`src/rtl/shift_count_pkg.sv`:
```
// Shared types and defaults for the shift/count sequencer and its pattern detector.
// Latency: n/a (declarations only).
// Backpressure: n/a (declarations only).
package shift_count_pkg;

    // Width of the delay field shifted in after the start pattern.
    localparam int DATA_W_DEFAULT = 4;

    // Start-pattern length. The detector's history is sized from this.
    // The detector needs PAT_W >= 3.
    localparam int PAT_W = 4;

    // Default start pattern. PATTERN[PAT_W-1] is the first bit on the wire.
    localparam logic [PAT_W-1:0] PATTERN_DEFAULT = 4'b1101;

    // Sequencer states. The top maps these onto plain logic constants.
    typedef enum logic [1:0] {
        SEARCH = 2'd0,
        SHIFT  = 2'd1,
        COUNT  = 2'd2,
        DONE   = 2'd3
    } seq_state_e;

    // Counter width for a modulus of n. A register is never narrower than one bit.
    function automatic int cnt_width(input int n);
        return (n > 1) ? $clog2(n) : 1;
    endfunction

endpackage

```
`src/rtl/pattern_detector.sv`:
```
// Serial start-pattern matcher. It keeps the last PAT_W-1 bits and compares them,
// together with the live bit, against PATTERN.
// Latency: match is combinational in the same cycle the last pattern bit is on bit_in.
// Backpressure: none. A bit is consumed every cycle, and clr discards history.
//
// Ports:
//   clk     in  1  rising-edge clock
//   reset_n in  1  async active-low reset; clears history
//   clr     in  1  synchronous history clear; takes priority over shifting
//   bit_in  in  1  serial input bit
//   match   out 1  bit_in completes PATTERN on top of a full valid history
module pattern_detector
    import shift_count_pkg::*;
#(
    parameter logic [PAT_W-1:0] PATTERN = PATTERN_DEFAULT
) (
    input  logic clk,
    input  logic reset_n,
    input  logic clr,
    input  logic bit_in,
    output logic match
);

    // Previous PAT_W-1 bits. The newest bit is in the LSB.
    logic [PAT_W-2:0] hist_q, hist_d;

    // One flag per history slot: set once that slot holds a bit received
    // since the last clear. Without these flags, zeros loaded by reset or clr
    // could stand in for real zeros in the pattern.
    logic [PAT_W-2:0] fill_q, fill_d;

    // Candidate window that ends with the bit currently on the wire.
    logic [PAT_W-1:0] window;

    always_comb begin
        window = {hist_q, bit_in};
        match  = (&fill_q) && (window == PATTERN);

        hist_d = {hist_q[PAT_W-3:0], bit_in};
        fill_d = {fill_q[PAT_W-3:0], 1'b1};
        if (clr) begin
            hist_d = '0;
            fill_d = '0;
        end
    end

    always_ff @(posedge clk or negedge reset_n) begin
        if (!reset_n) begin
            hist_q <= '0;
            fill_q <= '0;
        end else begin
            hist_q <= hist_d;
            fill_q <= fill_d;
        end
    end

endmodule

```
`src/rtl/shift_count_sequencer.sv`:
```
// Control sequencer: finds the start pattern, shifts in a DATA_W-bit delay MSB
// first, counts (delay+1)*TICKS_PER_UNIT cycles, then holds done until ack.
// Latency: shift_en starts 1 cycle after the pattern-completing edge. done rises
// the cycle after the last count_en cycle and falls the cycle after ack.
// Backpressure: none on data_in. ack is honoured only in DONE, where done is held.
//
// Ports:
//   clk       in  1       rising-edge clock
//   reset_n   in  1       async active-low reset (deassert synchronously to clk)
//   data_in   in  1       serial input, sampled every rising edge
//   ack       in  1       host acknowledge, honoured only while done is high
//   shift_en  out 1       delay field is being shifted in
//   count_en  out 1       countdown in progress
//   delay_out out DATA_W  delay register (remaining delay units)
//   done      out 1       countdown expired, waiting for ack
module shift_count_sequencer
    import shift_count_pkg::*;
#(
    parameter int               DATA_W         = DATA_W_DEFAULT,
    parameter logic [PAT_W-1:0] PATTERN        = PATTERN_DEFAULT,
    parameter int               TICKS_PER_UNIT = 1000
) (
    input  logic              clk,
    input  logic              reset_n,
    input  logic              data_in,
    input  logic              ack,
    output logic              shift_en,
    output logic              count_en,
    output logic [DATA_W-1:0] delay_out,
    output logic              done
);

    // State constants are plain logic values so that legacy tools can read them.
    localparam logic [1:0] S_SEARCH = SEARCH;
    localparam logic [1:0] S_SHIFT  = SHIFT;
    localparam logic [1:0] S_COUNT  = COUNT;
    localparam logic [1:0] S_DONE   = DONE;

    localparam int TICK_W = cnt_width(TICKS_PER_UNIT);
    localparam int BIT_W  = cnt_width(DATA_W);

    // Terminal values. One unit is TICKS_PER_UNIT cycles, and the shift phase
    // is DATA_W samples.
    localparam logic [TICK_W-1:0] TICK_LAST = TICK_W'(TICKS_PER_UNIT - 1);
    localparam logic [BIT_W-1:0]  BIT_LAST  = BIT_W'(DATA_W - 1);

    logic [1:0]        state_q,   state_d;
    logic [DATA_W-1:0] delay_q,   delay_d;
    logic [TICK_W-1:0] tick_q,    tick_d;
    logic [BIT_W-1:0]  bit_cnt_q, bit_cnt_d;

    logic match;
    logic det_clr;

    // The detector runs every cycle. Its match output is used only in SEARCH.
    // Clearing it on the DONE->SEARCH edge means bits seen during SHIFT, COUNT
    // or DONE cannot complete a pattern afterwards.
    pattern_detector #(
        .PATTERN (PATTERN)
    ) u_detector (
        .clk     (clk),
        .reset_n (reset_n),
        .clr     (det_clr),
        .bit_in  (data_in),
        .match   (match)
    );

    always_comb begin
        state_d   = state_q;
        delay_d   = delay_q;
        tick_d    = tick_q;
        bit_cnt_d = bit_cnt_q;
        det_clr   = 1'b0;

        case (state_q)
            S_SEARCH: begin
                if (match) begin
                    state_d   = S_SHIFT;
                    bit_cnt_d = '0;
                end
            end

            S_SHIFT: begin
                // MSB first: earlier bits move toward the top of the register.
                delay_d = {delay_q[DATA_W-2:0], data_in};
                if (bit_cnt_q == BIT_LAST) begin
                    state_d = S_COUNT;
                    tick_d  = '0;
                end else begin
                    bit_cnt_d = bit_cnt_q + 1'b1;
                end
            end

            S_COUNT: begin
                // The unit that expires while delay is zero is the last one,
                // which gives D+1 units in total. delay therefore never steps
                // below zero.
                if (tick_q == TICK_LAST) begin
                    tick_d = '0;
                    if (delay_q == '0) begin
                        state_d = S_DONE;
                    end else begin
                        delay_d = delay_q - 1'b1;
                    end
                end else begin
                    tick_d = tick_q + 1'b1;
                end
            end

            S_DONE: begin
                if (ack) begin
                    state_d = S_SEARCH;
                    det_clr = 1'b1;
                end
            end

            default: begin
                state_d = S_SEARCH;
                det_clr = 1'b1;
            end
        endcase
    end

    always_ff @(posedge clk or negedge reset_n) begin
        if (!reset_n) begin
            state_q   <= S_SEARCH;
            delay_q   <= '0;
            tick_q    <= '0;
            bit_cnt_q <= '0;
        end else begin
            state_q   <= state_d;
            delay_q   <= delay_d;
            tick_q    <= tick_d;
            bit_cnt_q <= bit_cnt_d;
        end
    end

    // Moore outputs: all status strobes are decoded from registered state only.
    assign shift_en  = (state_q == S_SHIFT);
    assign count_en  = (state_q == S_COUNT);
    assign done      = (state_q == S_DONE);
    assign delay_out = delay_q;

    // At most one status strobe is active at a time.
    a_one_phase: assert property (@(posedge clk) disable iff (!reset_n)
        $onehot0({shift_en, count_en, done}));

    // Expiry of the final unit must end the count rather than wrap delay.
    a_no_wrap: assert property (@(posedge clk) disable iff (!reset_n)
        (state_q == S_COUNT && tick_q == TICK_LAST && delay_q == '0)
        |=> (state_q == S_DONE && delay_q == '0));

endmodule

```
`config.mk`:
```
export PLATFORM = sky130hd
export DESIGN_NAME = shift_count_sequencer
export DESIGN_NICKNAME = d
export VERILOG_FILES = /design/src/rtl/shift_count_pkg.sv /design/src/rtl/pattern_detector.sv /design/src/rtl/shift_count_sequencer.sv
export SDC_FILE = /design/constraint.sdc
export NUM_CORES = 1
export LEC_CHECK = 0
export CAP_MARGIN = 20
export CELL_PAD_IN_SITES_DETAIL_PLACEMENT = 1
export CELL_PAD_IN_SITES_GLOBAL_PLACEMENT = 2
export CORE_MARGIN = 1
export CORE_UTILIZATION = 36
export DETAILED_ROUTE_END_ITERATION = 12
export PLACE_DENSITY = 0.79
export SLEW_MARGIN = 10
export SYNTH_ARGS = -nofsm -noshare
export SYNTH_HDL_FRONTEND = slang
export SYNTH_SLANG_ARGS = --single-unit
```
`constraint.sdc`:
```
create_clock -name clk -period 2.4 [get_ports clk]
set_clock_uncertainty 0.2 [all_clocks]
set_input_delay 0.36 -clock clk [delete_from_list [all_inputs] [get_ports clk]]
set_output_delay 0.36 -clock clk [all_outputs]
set_load 0.05 [all_outputs]
```
**Word level (Yosys, flattened, before mapping)**

Cells that the tools add are included.

- Register bits after elaboration: 24
- Output and inout port bits: 7
- Logic and storage cells: 51

- $add $sub $neg: 3
- Equality and inequality tests: 13
- Muxes and demuxes: 19
- Reduce and logical (&&, ||, !) cells: 10

Operators by type and width:

| kind | count |
|---|---|
| 10-bit 2-to-1 mux | 2 |
| 10-bit one-hot mux with 2 select lines | 1 |
| 2-bit 2-to-1 mux | 7 |
| 10-bit by 1-bit adder with 10-bit output (second input constant) | 1 |
| 10-bit equality test (second input constant) | 1 |
| 3-bit AND reduction | 3 |
| 4-bit 2-to-1 mux | 2 |
| 2-bit inequality test (second input constant) | 4 |
| 2-bit one-hot mux with 4 select lines | 1 |
| 4-bit one-hot mux with 2 select lines | 1 |
| 2-bit equality test (second input constant) | 3 |
| 3-bit 2-to-1 mux | 2 |
| 2-bit by 1-bit inequality test with 1-bit output (second input constant) | 3 |
| 5-bit AND reduction | 1 |
| 4-bit equality test (second input constant) | 1 |
| 4-bit zero test | 1 |
| 2-bit one-hot mux with 2 select lines | 1 |
| 2-bit nonzero test | 2 |
| 4-bit by 1-bit subtractor with 4-bit output (second input constant) | 1 |
| 2-bit by 1-bit adder with 2-bit output (second input constant) | 1 |
| 2-bit by 1-bit equality test with 1-bit output (second input constant) | 1 |
| 2-bit zero test | 1 |
| 1-bit 2-to-1 mux | 2 |
| 2-bit AND reduction | 1 |
| 1-bit logical AND | 1 |

**Logic depth before layout (Yosys ltp)**

- Depth after elaboration: 4
- Gate-level depth with buffers: 7

**Hierarchy**

A second synthesis with hierarchy kept.

- Cells, all modules: 139
- Area total of the unflattened synthesis: 1,370.1 um2

By module, submodules not included:

| module | instances | cells an instance | area an instance (um2) | sequential area each (um2) |
|---|---|---|---|---|
| shift_count_sequencer | 1 | 124 | 1,167.4 | 450.4 |
| pattern_detector | 1 | 15 | 202.7 | 150.1 |

**Worst setup path before layout**

No wires, ideal clock.

- Path kind: reg-to-reg
- From: reg delay_q[0] (netlist: delay_out[0])
- To: reg delay_q[1] (netlist: delay_out[1])
- Library setup time: 0.126 ns
- Arrival: 2.229 ns
- Data required time: 2.074 ns
- Setup slack: -0.155 ns
- Stages on the path, launching flop included: 7
- Path through: dfrtp_1 -> inv_1 -> ha_1 -> nor3b_1 -> nor4_2 -> mux2i_1 -> a221o_1

- Cells in the longest elaborated chain, start to end: 4
- Elaborated cells on any way between the ends: 7
- Those cells by class: add/sub (1); eq/ne (1); mux (3); reduce/logical (2)

Ends and longest elaborated chain:

| element | RTL line | source |
|---|---|---|
| start: declaration | shift_count_sequencer.sv:48 | `logic [DATA_W-1:0] delay_q, delay_d;` |
| start signal: assignment | shift_count_sequencer.sv:132 | `delay_q <= delay_d;` |
| 4-bit by 1-bit subtractor with 4-bit output | shift_count_sequencer.sv:103 | `delay_d = delay_q - 1'b1;` |
| 4-bit 2-to-1 mux | shift_count_sequencer.sv:100 | `if (delay_q == '0) begin` |
| 4-bit 2-to-1 mux | shift_count_sequencer.sv:98 | `if (tick_q == TICK_LAST) begin` |
| 4-bit one-hot mux with 2 select lines | shift_count_sequencer.sv:75 | `case (state_q)` |

Parallel ways exist; a longest one is shown, timed or not. The select of a mux whose other input is x is not followed.
A chain may end at the register's enable or synchronous reset.

**Worst setup path in the final report**

- From: reg state_q[1]
- To: out done

- Cells in the longest elaborated chain, start to end: 1

Ends and longest elaborated chain:

| element | RTL line | source |
|---|---|---|
| start: declaration | shift_count_sequencer.sv:47 | `logic [1:0] state_q, state_d;` |
| start signal: assignment | shift_count_sequencer.sv:131 | `state_q <= state_d;` |
| 2-bit equality test | shift_count_sequencer.sv:141 | `assign done = (state_q == S_DONE);` |
| end: declaration | shift_count_sequencer.sv:30 | `output logic done` |

Every way passes these cells.

==> metrics.txt <==
EDFF count, synth 0; max-slew violations 0; vias in the first global route 1,272; TritonCTS Buffers 3; initial antenna violation count 0; Final Wtd Congestion 0.785; Placement Setup Slack 0.0909 ns; top post-synthesis cells by count 24 x dfrtp_1, 13 x nand2_1, 11 x inv_1; die area 4000 µm²; slowest stage cell, crit path clkdlybuf4s50_1; leakage 0.683 nW; Avg Cell Area, Syn 9.63 µm²; Total GRT Usage 18.6%; Power Density 493 nW/µm²; Core Area 3470 µm²; M2 GR Usage 32.3%; width of the die 63.2 µm; most frequent cell after synthesis dfrtp_1; status complete, no violations; met1 usage in global routing 23.2%; top fanout value on the critical path 4; fraction of registers with async set/reset 100%; Reg-to-Reg Start tick_q[0]$_DFFE_PN0P_; drt via density 5.51; largest net degree at the start of global routing 25; worst-path cell chain ha_1, clkdlybuf4s50_1; Finish-stage setup viols 0; Worst-path clk slew 0.09 ns; input/output buffers 10; global-route wire length before repair 5870 µm; Max Freq 429 MHz; share of layout cells above drive strength 1 11.4%; r2r setup slk 0.18 ns; post-synth cell types 36; CP max stage delay 0.83 ns; CP top delay family buffers and inverters; Remaining DRCs 0; HP Class in2async; Post-Syn Area 1350 µm²; sequential share of the synthesized area 44.5%; Worst Path Arrival 1.77 ns; Worst Tran Pin Value 0.500 ns; Yosys warning total 0; diode count 0; global route total overflow 0; DP HPWL 2450 µm; crit path launch type flip-flop; final antenna-violating net count 0; postcts setup bufs 0; clock sink count 24; number of cells on the critical path 2; Iter 0 DRT Violations 66; clk_lat worst skew 0.28 ns; Detailed Routing Iterations Pass 1 4; Root Buffer clkbuf_8; IO Pins 11; Crit Path Class reg2out; WP buf/inv 1; post-layout worst setup margin 0.0674 ns; CTS Hold Bufs 0; Worst setup EP type output pin; area grow syn2layout 21.0%; Initial Util 38.9%; reg-to-reg critical path endpoint state_q[1]$_DFFE_PN0P_; CTS tree done; Final nets 171; reg2reg path depth 5; Post-CTS Resized 0; RSZ-0062 raised after global routing no; synthesized flop and latch total 24; Fin. Hold Viols 0; Final Cycle Share 97.2%; Total Neg Setup Slack 0 ns; die height 63.2 µm; synth top area cells dfrtp_1 45%, ha_1 7.4%, nand3_1 3.7%, nand2_1 3.6%, inv_1 3.1%; Max VDD drop 0.000175 V; Max Cap Viol 0; busiest grt layer met2; CTS H-Tree Depth 1; synthesized net count 152; largest area contributor in the netlist dfrtp_1; Mapped Cells 140; CP required 1.84 ns; maximum clock path buffer count 2; Primary FF master, synth dfrtp_1; crit path time final 2.33 ns; final WL 3260 µm; Rel. slew slack 66.6%; GR met3 Demand/Resource 2.72%; row cnt 21; WL/cell 16.0 µm; top-area cell type share of the netlist area 44.5%; vias after detailed routing 1,125
worst max path at each step:
stage	start	end	slack (ns)
5_1_grt	state_q[1]$_DFFE_PN0P_	done	0.03
4_1_cts	state_q[1]$_DFFE_PN0P_	done	0.06
2_1_floorplan	delay_out[0]$_DFFE_PN0P_	state_q[1]$_DFFE_PN0P_	-0.09
3_5_place_dp	data_in	state_q[1]$_DFFE_PN0P_	0.09
3_3_place_gp	data_in	state_q[1]$_DFFE_PN0P_	0.19
6_report	state_q[1]$_DFFE_PN0P_	done	0.07
power by group:
group | switching (mW) | internal (mW) | total, mW
Sequential | 0.00301 | 0.408 | 0.411
Clock | 0.143 | 0.223 | 0.366
Combinational | 0.0168 | 0.0108 | 0.0276
placed cells by master (no fill, tap or decap), types with 2 or more instances in the layout:
master	n
mux2i_1	4
ha_1	8
inv_1	11
or3_1	3
and2_1	6
o21ai_0	8
clkdlybuf4s50_1	8
o2bb2ai_1	2
nand4_1	3
clkbuf_8	3
o31ai_1	2
nand2b_1	4
a221o_1	3
buf_4	9
nand3_1	10
nor2_1	6
o22ai_1	2
a21oi_1	4
dfrtp_1	24
o311ai_0	3
nor3_1	5
nand2_1	13
cell type report:
| class | count | area (µm²) |
|---|---|---|
| fillers | 411 | 1840 |
| multi-input cells | 101 | 693 |
| flip-flops and latches | 24 | 601 |
| repair buffers | 18 | 168 |
| well taps | 46 | 57.6 |
| clock buffers | 3 | 41.3 |
| inverters | 11 | 41.3 |
| clock inverters | 1 | 30.0 |
sequential cells by signal, summed over array words and instances (netlist names):
name	cells
delay_out	4
u_detector.hist_q	3
tick_q	10
u_detector.fill_q	3
bit_cnt_q	2
state_q	2
per-stage QoR:
step / power [mW] / util [%] / instances / instance area [µm²] / hold WS (ns)
floorplan: 0.428 / - / 140 / 1360 / -0.136
global placement: 0.446 / 45.0 / 200 / 1560 / 0.265
detailed placement: 0.447 / 45.0 / 200 / 1560 / 0.269
finish: 0.805 / 47.0 / 204 / 1630 / 0.244
global route: 0.830 / 47.0 / 204 / 1630 / 0.271
CTS: 0.815 / 47.0 / 204 / 1630 / 0.253
worst register-to-register path, cell delays in order (launching register included):
cell and delay (ns):
dfrtp_1 0.41, ha_1 0.26, nand4_1 0.19, o31a_1 0.34, or3b_4 0.42, mux2_4 0.30
cell families after synthesis:
group / after synthesis / synth area share [%]
adder cells (fa/ha/maj): 8 / 7.42
AO/OA/AOI/OAI: 28 / 14.4
XOR/XNOR: 1 / 0.649
buffers and inverters: 15 / 4.73
flip-flops: 24 / 44.5
AND/OR/NAND/NOR: 59 / 24.2
multiplexers: 5 / 4.08
metal layers:
| layer | up-vias | routed length [µm] |
|---|---|---|
| met5 | - | 0 |
| met3 | 5 | 57 |
| met4 | 0 | 48 |
| li1 | 540 | - |
| met1 | 566 | 1570 |
| met2 | 14 | 1590 |
No activity file was read; power rests on OpenSTA's default activity.
